--- src/rtl/adc_cond_pkg.sv ---
// adc_cond_pkg: shared widths and arithmetic helpers for adc_input_conditioner.
// Latency: n/a (constants and pure functions only).
// Backpressure: n/a.
// Contents: default widths, offset-binary to signed conversion, saturating narrow
// (signed OUT_W+1 -> OUT_W with a clip flag).
package adc_cond_pkg;

  localparam int ADC_IN_W       = 12;
  localparam int ADC_OUT_W      = 16;
  localparam int ADC_DECIM_LOG2 = 2;
  localparam int ADC_DC_SHIFT   = 10;

  // Offset binary -> signed. Subtracting half scale is the same as inverting
  // the MSB and reading the code as two's complement; the result comes back
  // already sign-extended to 64 bits.
  function automatic longint ob_to_signed(input longint code, input int in_w);
    return code - (longint'(1) <<< (in_w - 1));
  endfunction

  // Clamp a signed value to the range of an out_w-bit two's complement word.
  // clipped reports whether clamping happened.
  function automatic longint sat_narrow(input longint v, input int out_w,
                                        output logic clipped);
    longint hi;
    longint lo;
    longint r;
    hi      = (longint'(1) <<< (out_w - 1)) - 1;
    lo      = -hi - 1;
    clipped = 1'b0;
    r       = v;
    if (v > hi) begin
      r       = hi;
      clipped = 1'b1;
    end else if (v < lo) begin
      r       = lo;
      clipped = 1'b1;
    end
    return r;
  endfunction

endpackage

--- src/rtl/adc_input_conditioner_if.sv ---
// adc_input_conditioner_if: sample-in / result-out bundle of the ADC conditioner.
// Latency: n/a (wires only).
// Backpressure: input side has none; output side is valid/ready with overwrite.
// slave modport = conditioner view, master modport = ADC/consumer side view.
interface adc_input_conditioner_if #(
  parameter int IN_W  = 12,
  parameter int OUT_W = 16
);
  logic             in_valid;
  logic [IN_W-1:0]  in_sample;
  logic             out_ready;
  logic             out_valid;
  logic [OUT_W-1:0] out_sample;
  logic             overrun;
  logic             clip;

  modport master (
    output in_valid, in_sample, out_ready,
    input  out_valid, out_sample, overrun, clip
  );

  modport slave (
    input  in_valid, in_sample, out_ready,
    output out_valid, out_sample, overrun, clip
  );
endinterface

--- src/rtl/adc_input_conditioner_dc_blocker.sv ---
// dc_blocker: leaky-integrator DC removal, subtract and saturate (ADC_COND_DC_BLOCK_EN builds).
// Latency: 0 cycles avg_in -> y_out (combinational); dc_est updates on avg_valid.
// Backpressure: none; every avg_valid is consumed.
// Ports: clk, rst (async, active-high), avg_valid/avg_in in, y_valid/y_out/clip out.
module dc_blocker
  import adc_cond_pkg::*;
#(
  parameter int OUT_W    = ADC_OUT_W,
  parameter int DC_SHIFT = ADC_DC_SHIFT
) (
  input  logic                    clk,
  input  logic                    rst,
  input  logic                    avg_valid,
  input  logic signed [OUT_W-1:0] avg_in,
  output logic                    y_valid,
  output logic signed [OUT_W-1:0] y_out,
  output logic                    clip
);

  localparam int DC_W = OUT_W + DC_SHIFT;

  logic signed [DC_W-1:0]  dc_est;
  logic signed [OUT_W-1:0] est;
  logic signed [OUT_W:0]   diff;
  logic                    clip_c;

  // Arithmetic shift floors, so a negative estimate rounds toward -inf.
  assign est  = OUT_W'(dc_est >>> DC_SHIFT);
  assign diff = (OUT_W+1)'(avg_in) - (OUT_W+1)'(est);

  always_comb begin
    clip_c = 1'b0;
    y_out  = OUT_W'(sat_narrow(longint'(diff), OUT_W, clip_c));
  end

  assign y_valid = avg_valid;
  assign clip    = avg_valid && clip_c;

  // The integrator tracks the unsaturated difference so a clipped step does
  // not slow down convergence.
  always_ff @(posedge clk or posedge rst) begin
    if (rst) begin
      dc_est <= '0;
    end else if (avg_valid) begin
      dc_est <= dc_est + DC_W'(diff);
    end
  end

endmodule

--- src/rtl/adc_input_conditioner.sv ---
// adc_input_conditioner: offset-binary ADC samples -> signed, scaled, block-averaged, optional DC removal.
// Latency: 2 cycles from the window-completing sample to out_valid.
// Backpressure: none on input; an unconsumed result is overwritten and overrun pulses.
// Ports: clk, rst (async, active-high), bus (adc_input_conditioner_if.slave).
// Optional: define ADC_COND_DC_BLOCK_EN to enable the dc_blocker stage; otherwise y = avg, clip = 0.
module adc_input_conditioner
  import adc_cond_pkg::*;
#(
  parameter int IN_W       = ADC_IN_W,
  parameter int OUT_W      = ADC_OUT_W,
  parameter int DECIM_LOG2 = ADC_DECIM_LOG2,
  parameter int DC_SHIFT   = ADC_DC_SHIFT
) (
  input  logic                  clk,
  input  logic                  rst,
  adc_input_conditioner_if.slave bus
);

  localparam int ACC_W = OUT_W + DECIM_LOG2;
  localparam int CNT_W = (DECIM_LOG2 > 0) ? DECIM_LOG2 : 1;
  localparam logic [CNT_W-1:0] CNT_MAX = CNT_W'((1 << DECIM_LOG2) - 1);

  if (OUT_W < IN_W || DC_SHIFT < 1) begin : g_param_chk
    $error("adc_input_conditioner: OUT_W must be >= IN_W and DC_SHIFT >= 1");
  end

  // ---------------- input conversion ----------------
  logic signed [OUT_W-1:0] s;
  assign s = OUT_W'(ob_to_signed(longint'(bus.in_sample), IN_W) <<< (OUT_W - IN_W));

  // ---------------- averaging / decimation ----------------
  logic [CNT_W-1:0]        cnt;
  logic signed [ACC_W-1:0] acc;
  logic signed [ACC_W-1:0] sum;
  logic                    avg_vld;
  logic signed [OUT_W-1:0] avg;

  assign sum = acc + ACC_W'(s);

  // With DECIM_LOG2 = 0, CNT_MAX is 0 and cnt never leaves 0, so every
  // accepted sample closes a window.
  always_ff @(posedge clk or posedge rst) begin
    if (rst) begin
      cnt     <= '0;
      acc     <= '0;
      avg_vld <= 1'b0;
      avg     <= '0;
    end else begin
      avg_vld <= bus.in_valid && (cnt == CNT_MAX);
      if (bus.in_valid) begin
        if (cnt == CNT_MAX) begin
          acc <= '0;
          cnt <= '0;
          avg <= OUT_W'(sum >>> DECIM_LOG2);
        end else begin
          acc <= sum;
          cnt <= cnt + 1'b1;
        end
      end
    end
  end

  // ---------------- DC removal (combinational into output register) ----------------
  logic                    y_vld;
  logic signed [OUT_W-1:0] y;
  logic                    y_clip;

`ifdef ADC_COND_DC_BLOCK_EN
  dc_blocker #(
    .OUT_W    (OUT_W),
    .DC_SHIFT (DC_SHIFT)
  ) u_dc_blocker (
    .clk       (clk),
    .rst       (rst),
    .avg_valid (avg_vld),
    .avg_in    (avg),
    .y_valid   (y_vld),
    .y_out     (y),
    .clip      (y_clip)
  );
`else
  assign y_vld  = avg_vld;
  assign y      = avg;
  assign y_clip = 1'b0;
`endif

  // ---------------- output register ----------------
  logic             out_valid_q;
  logic [OUT_W-1:0] out_sample_q;
  logic             overrun_q;
  logic             clip_q;

  // A new result always wins: it overwrites a held value (overrun) unless the
  // consumer takes the old one in the same cycle.
  always_ff @(posedge clk or posedge rst) begin
    if (rst) begin
      out_valid_q  <= 1'b0;
      out_sample_q <= '0;
      overrun_q    <= 1'b0;
      clip_q       <= 1'b0;
    end else begin
      clip_q <= y_vld && y_clip;
      if (y_vld) begin
        out_sample_q <= y;
        out_valid_q  <= 1'b1;
        overrun_q    <= out_valid_q && !bus.out_ready;
      end else begin
        overrun_q <= 1'b0;
        if (out_valid_q && bus.out_ready) begin
          out_valid_q <= 1'b0;
        end
      end
    end
  end

  assign bus.out_valid  = out_valid_q;
  assign bus.out_sample = out_sample_q;
  assign bus.overrun    = overrun_q;
  assign bus.clip       = clip_q;

endmodule
--- src/flat_wrapper.sv ---
// flat-port wrapper written by rule: the top's interface ports become plain ports
module adc_input_conditioner_flat import adc_cond_pkg::*;
#(
  parameter int IN_W       = ADC_IN_W,
  parameter int OUT_W      = ADC_OUT_W,
  parameter int DECIM_LOG2 = ADC_DECIM_LOG2,
  parameter int DC_SHIFT   = ADC_DC_SHIFT
)
  (clk, rst, bus_in_valid, bus_in_sample, bus_out_ready, bus_out_valid, bus_out_sample, bus_overrun, bus_clip);
  adc_input_conditioner_if #(.IN_W(IN_W), .OUT_W(OUT_W)) bus_i ();
  input  logic clk;
  input  logic rst;
  input wire logic [$bits(bus_i.in_valid)-1:0] bus_in_valid;
  input wire logic [$bits(bus_i.in_sample)-1:0] bus_in_sample;
  input wire logic [$bits(bus_i.out_ready)-1:0] bus_out_ready;
  output wire logic [$bits(bus_i.out_valid)-1:0] bus_out_valid;
  output wire logic [$bits(bus_i.out_sample)-1:0] bus_out_sample;
  output wire logic [$bits(bus_i.overrun)-1:0] bus_overrun;
  output wire logic [$bits(bus_i.clip)-1:0] bus_clip;
  assign bus_i.in_valid = bus_in_valid;
  assign bus_i.in_sample = bus_in_sample;
  assign bus_i.out_ready = bus_out_ready;
  assign bus_out_valid = bus_i.out_valid;
  assign bus_out_sample = bus_i.out_sample;
  assign bus_overrun = bus_i.overrun;
  assign bus_clip = bus_i.clip;
  adc_input_conditioner #(.IN_W(IN_W), .OUT_W(OUT_W), .DECIM_LOG2(DECIM_LOG2), .DC_SHIFT(DC_SHIFT)) u_core (.clk(clk), .rst(rst), .bus(bus_i));
endmodule
--- config.mk ---
export PLATFORM = sky130hd
export DESIGN_NAME = adc_input_conditioner_flat
export DESIGN_NICKNAME = d
export VERILOG_FILES = /design/src/rtl/adc_cond_pkg.sv /design/src/rtl/adc_input_conditioner_if.sv /design/src/rtl/adc_input_conditioner_dc_blocker.sv /design/src/rtl/adc_input_conditioner.sv /design/src/flat_wrapper.sv
export SDC_FILE = /design/constraint.sdc
export NUM_CORES = 1
export LEC_CHECK = 0
export ABC_AREA = 1
export CELL_PAD_IN_SITES_DETAIL_PLACEMENT = 0
export CELL_PAD_IN_SITES_GLOBAL_PLACEMENT = 1
export CORE_MARGIN = 2
export CORE_UTILIZATION = 35
export DETAILED_ROUTE_END_ITERATION = 12
export GPL_TIMING_DRIVEN = 0
export PLACE_DENSITY_LB_ADDON = 0.1
export SLEW_MARGIN = 20
export SYNTH_ARGS = -nofsm -noshare
export SYNTH_HDL_FRONTEND = slang
export SYNTH_SLANG_ARGS = --single-unit
--- constraint.sdc ---
create_clock -name clk -period 4.92 [get_ports clk]
set_clock_uncertainty 0.1 [all_clocks]
set_input_delay 0.984 -clock clk [delete_from_list [all_inputs] [get_ports clk]]
set_output_delay 0.984 -clock clk [all_outputs]
set_load 0.01 [all_outputs]
# Word level (Yosys, flattened, before mapping)
# Cells that the tools add are included.
dict set report totals {
  output_inout_bits 19
  register_bits 55
  in_bits 16
}
dict set report op_classes {
  addsub 3
  mux 5
  reduce_logical 6
  eq_ne 1
}
# operator n
set op_table {}
lappend op_table {{adder 18 x 16 -> 18 bit} 1}
lappend op_table {{2-to-1 mux 18 bit} 1}
lappend op_table {{subtractor 12 bit (second input constant)} 1}
lappend op_table {{logical AND 1 bit} 3}
lappend op_table {{2-to-1 mux 1 bit} 3}
lappend op_table {{adder 2 x 1 -> 2 bit (second input constant)} 1}
lappend op_table {{equality test 2 bit (second input constant)} 1}
lappend op_table {{2-to-1 mux 2 bit} 1}
lappend op_table {{AND reduction 2 bit} 1}
lappend op_table {{nonzero test 2 bit} 1}
lappend op_table {{zero test 1 bit} 1}

# Depth between registers and ports, before layout
dict set report logic_depth {
  depth_word 3
  ltp_mapped 11
  depth_no_buf 11
}

# Worst setup path before layout
# No wires, ideal clock.
dict set report synth_path {
  kind {input to register}
  from {input port bus_in_sample[0]}
  to {register u_core.avg[14]}
  path_buffers 0
  slack_ns 2.561
  path_stages 11
  setup_ns 0.118
  arrival_time_ns 2.140
  cell_sequence {ha_1 > inv_1 > fa_1 > nor2_2 > nor2_4 > inv_2 > nand2_1 > nand3_1 > nand2_1 > nand3_1 > nand2_1}
}
dict set report synth_via {
  elab_chain_cells 2
}
# element line
set synth_rtl {}
lappend synth_rtl {{start, declared} flat_wrapper.sv:14} ;# input wire logic [$bits(bus_i.in_sample)-1:0] bus_in_sample;
lappend synth_rtl {{subtractor 12 bit} adc_cond_pkg.sv:17} ;# return code - (longint'(1) <<< (in_w - 1));
lappend synth_rtl {{adder 18 x 16 -> 18 bit} adc_input_conditioner.sv:38} ;# assign sum = acc + ACC_W'(s);
lappend synth_rtl {{end signal, assigned} adc_input_conditioner.sv:54} ;# avg <= OUT_W'(sum >>> DECIM_LOG2);
lappend synth_rtl {{end, declared} adc_input_conditioner.sv:36} ;# logic signed [OUT_W-1:0] avg;
# No other way between the ends.
# A chain may end at the register's enable or synchronous reset.

# Worst setup path after layout
# Ends and elaborated chain as after synthesis.

==> results_dict.tcl <==
set metrics [dict create \
    outcome "finished, final reports clean" \
    cts_num_sinks 47 \
    ys.warnings.count 0 \
    finalSetupViolations 0 \
    cts_hold_buf 0 \
    fin_crit_sh_pct 54.7 \
    avgSynthCellArea_sq_um 7.52 \
    slew_viol_final 0 \
    rsz0062_at_grt "false" \
    wl_per_cell_um 11.8 \
    max_slew_margin_pct 60.0 \
    critPathKind "primary input to flop" \
    place_congestion 0.823 \
    ys_types 27 \
    final_nets 413 \
    synth_top_area_share_pct 45.9 \
    start_util_pct 35.7 \
    yosysTopAreaCell "dfrtp_1" \
    dieArea_sq_um 8030 \
    ys_async_sr_fraction_pct 100 \
    grt_pass1_vias 2041 \
    synthTopCellsByArea "dfrtp_1 (46%), nand2_1 (22%), ha_1 (6.8%), inv_1 (5.9%), nand3_1 (4.1%)" \
    cap_viol_max_count 0 \
    htreeDepth 2 \
    vias 2105 \
    dr.pass1.iters 4 \
    max_freq_ghz 0.372 \
    grt_max_degree 35 \
    wl_mm 5.68 \
    clk_latency_ps 300 \
    area_delta_synth_final_pct 23.2 \
    synth_area_sq_um 2560 \
    cts_buffer_depth 2 \
    synth-edff-count 0 \
    hold_class "flop to flop" \
    row_count 31 \
    power_mw 1.86 \
    cts_tree "done" \
    post-synth-top-count-cell "nand2_1" \
    hpwlAfterDp_mm 4.35 \
    cp.arrival_ps 2780 \
    power_leakage_nw 1.69 \
    min_period_ps 2690 \
    path_max_fanout 3 \
    tns_ps 0 \
    grt_pass1_wl_mm 9.68 \
    numCtsBuffers 5 \
    avgViaCountPerCell 4.37 \
    cts-root-buf "clkbuf_8" \
    die_y_um 89.6 \
    endpoint_kind "flop" \
    drive_gt1_share_pct 6.01 \
    numPortBuffers 31 \
    synth_ff_type "dfrtp_1" \
    powerDensity_nw_per_um2 590 \
    required_ps 5010 \
    seq_area_frac_synth_pct 45.9 \
    hold_viol 0 \
    yosys-top-cells-count "nand2_1 (151), dfrtp_1 (47), inv_1 (40), nand3_1 (21), ha_1 (14)" \
    syn_inst 341 \
    coreArea_sq_um 7180 \
    die_x_um 89.6 \
    post-cts-setup-buffer-count 0 \
    num_antenna_cells 0 \
    irDropWorstVdd_mv 0.169 \
    drc 0 \
    io-pin-count 35 \
    worstSetupStartpointType "primary input" \
    ctsResizeCount 0 \
    first_iter_violations 79 \
    grt_antenna_before_repair 0 \
    ant_nets 0 \
    ys_ff_latch 47 \
    grt_overflow 0 \
    clk_pin_slew_ps 90 \
    worst_pin_slew_ps 600 \
    grt_use_total_pct 15.8 \
]
## flip-flops by register name (all words and copies together) (netlist names)
signal and flops:
u_core.bus.out_sample 14, u_core.bus.overrun 1, u_core.cnt 2, u_core.avg 14, u_core.acc 14, u_core.bus.out_valid 1, u_core.avg_vld 1
## layout by cell type (no fill, tap or decap), drive strengths merged
cell and n:
a21oi 7, or2 2, o22ai 1, nand3 21, xor2 4, dfrtp 47, conb 3, nand2 155
nor2 14, nand4 3, bufinv 2, nand3b 2, nor3 1, o21ai 14, fa 1, xnor2 2
inv 43, clkbuf 10, clkinv 1, buf 5, clkdlybuf4s50 31, ha 14
## cell families (layout without fill, tap and decap cells)
group | after synthesis | in the layout | synth area share [%]
XOR/XNOR | 6 | 6 | 2.05
adder cells (fa/ha/maj) | 15 | 15 | 7.61
buffers and inverters | 52 | 92 | 8.10
flip-flops | 47 | 47 | 45.9
other | 1 | 3 | 0.146
AND/OR/NAND/NOR | 198 | 198 | 31.9
AO/OA/AOI/OAI | 22 | 22 | 4.34
## per-layer routing
layer | GRT usage, % | part of all wire [%] | up-vias
met3 | 2.74 | 3.4 | 6
met4 | 4.07 | 1.0 | 0
met5 | 0 | 0 | -
met2 | 25.6 | 44 | 41
met1 | 21.9 | 51 | 930
li1 | - | - | 1128
## per-stage QoR
stage / setup slack, ps / hold slack [ps] / instances / area (sq um) / utilization, %
final: 2230 / 372 / 482 / 3160 / 44.0
after global routing: 2100 / 402 / 482 / 3160 / 44.0
after CTS: 2210 / 380 / 482 / 3160 / 44.0
after detailed placement: 1880 / 357 / 474 / 3030 / 42.2
after global placement: 1680 / 353 / 473 / 3010 / 41.9
after floorplan: 2560 / 346 / 343 / 2570 / -
## final cells by class
cell class | count | area, sq um
Buffer | 8 | 42.5
Clock buffer | 6 | 72.6
Multi-Input combinational cell | 244 | 1190
Tap cell | 99 | 124
Fill cell | 780 | 4020
Sequential cell | 47 | 1180
Inverter | 44 | 165
Clock inverter | 2 | 60.1
Timing Repair Buffer | 32 | 330
## critical path, cell delays in order
cell and delay, ps:
clkdlybuf4s50_1 460, ha_1 200, inv_1 70, fa_1 430, nor2_2 170, nor2_4 60
inv_2 60, nand2_1 70, nand3_1 80, nand2_1 70, nand3_1 80, nand2_1 60
## path summary, 6_finish.rpt
check | startpoint | to | slack, ps | cells after the start
worst max-delay path | bus_in_sample[0] | u_core.avg[14]$_DFFE_PP0P_ | 2230 | 12
worst min-delay path | u_core.bus.out_sample[6]$_DFFE_PP0P_ | u_core.bus.out_sample[6]$_DFFE_PP0P_ | 370 | 2
worst max register to register | u_core.acc[4]$_DFFE_PP0P_ | u_core.avg[14]$_DFFE_PP0P_ | 3010 | 11
worst min register to register | u_core.bus.out_sample[6]$_DFFE_PP0P_ | u_core.bus.out_sample[6]$_DFFE_PP0P_ | 370 | 2
max in group asynchronous | rst | u_core.avg[5]$_DFFE_PP0P_ | 3360 | 3
min in group asynchronous | rst | u_core.avg[14]$_DFFE_PP0P_ | 870 | 2
## where the power goes
| group | internal (mW) | switching [mW] |
|---|---|---|
| logic | 0.367 | 0.517 |
| clock network | 0.203 | 0.133 |
| registers | 0.554 | 0.0891 |
| total | 1.12 | 0.739 |
Note: power is estimated with default switching activity, not from simulation.
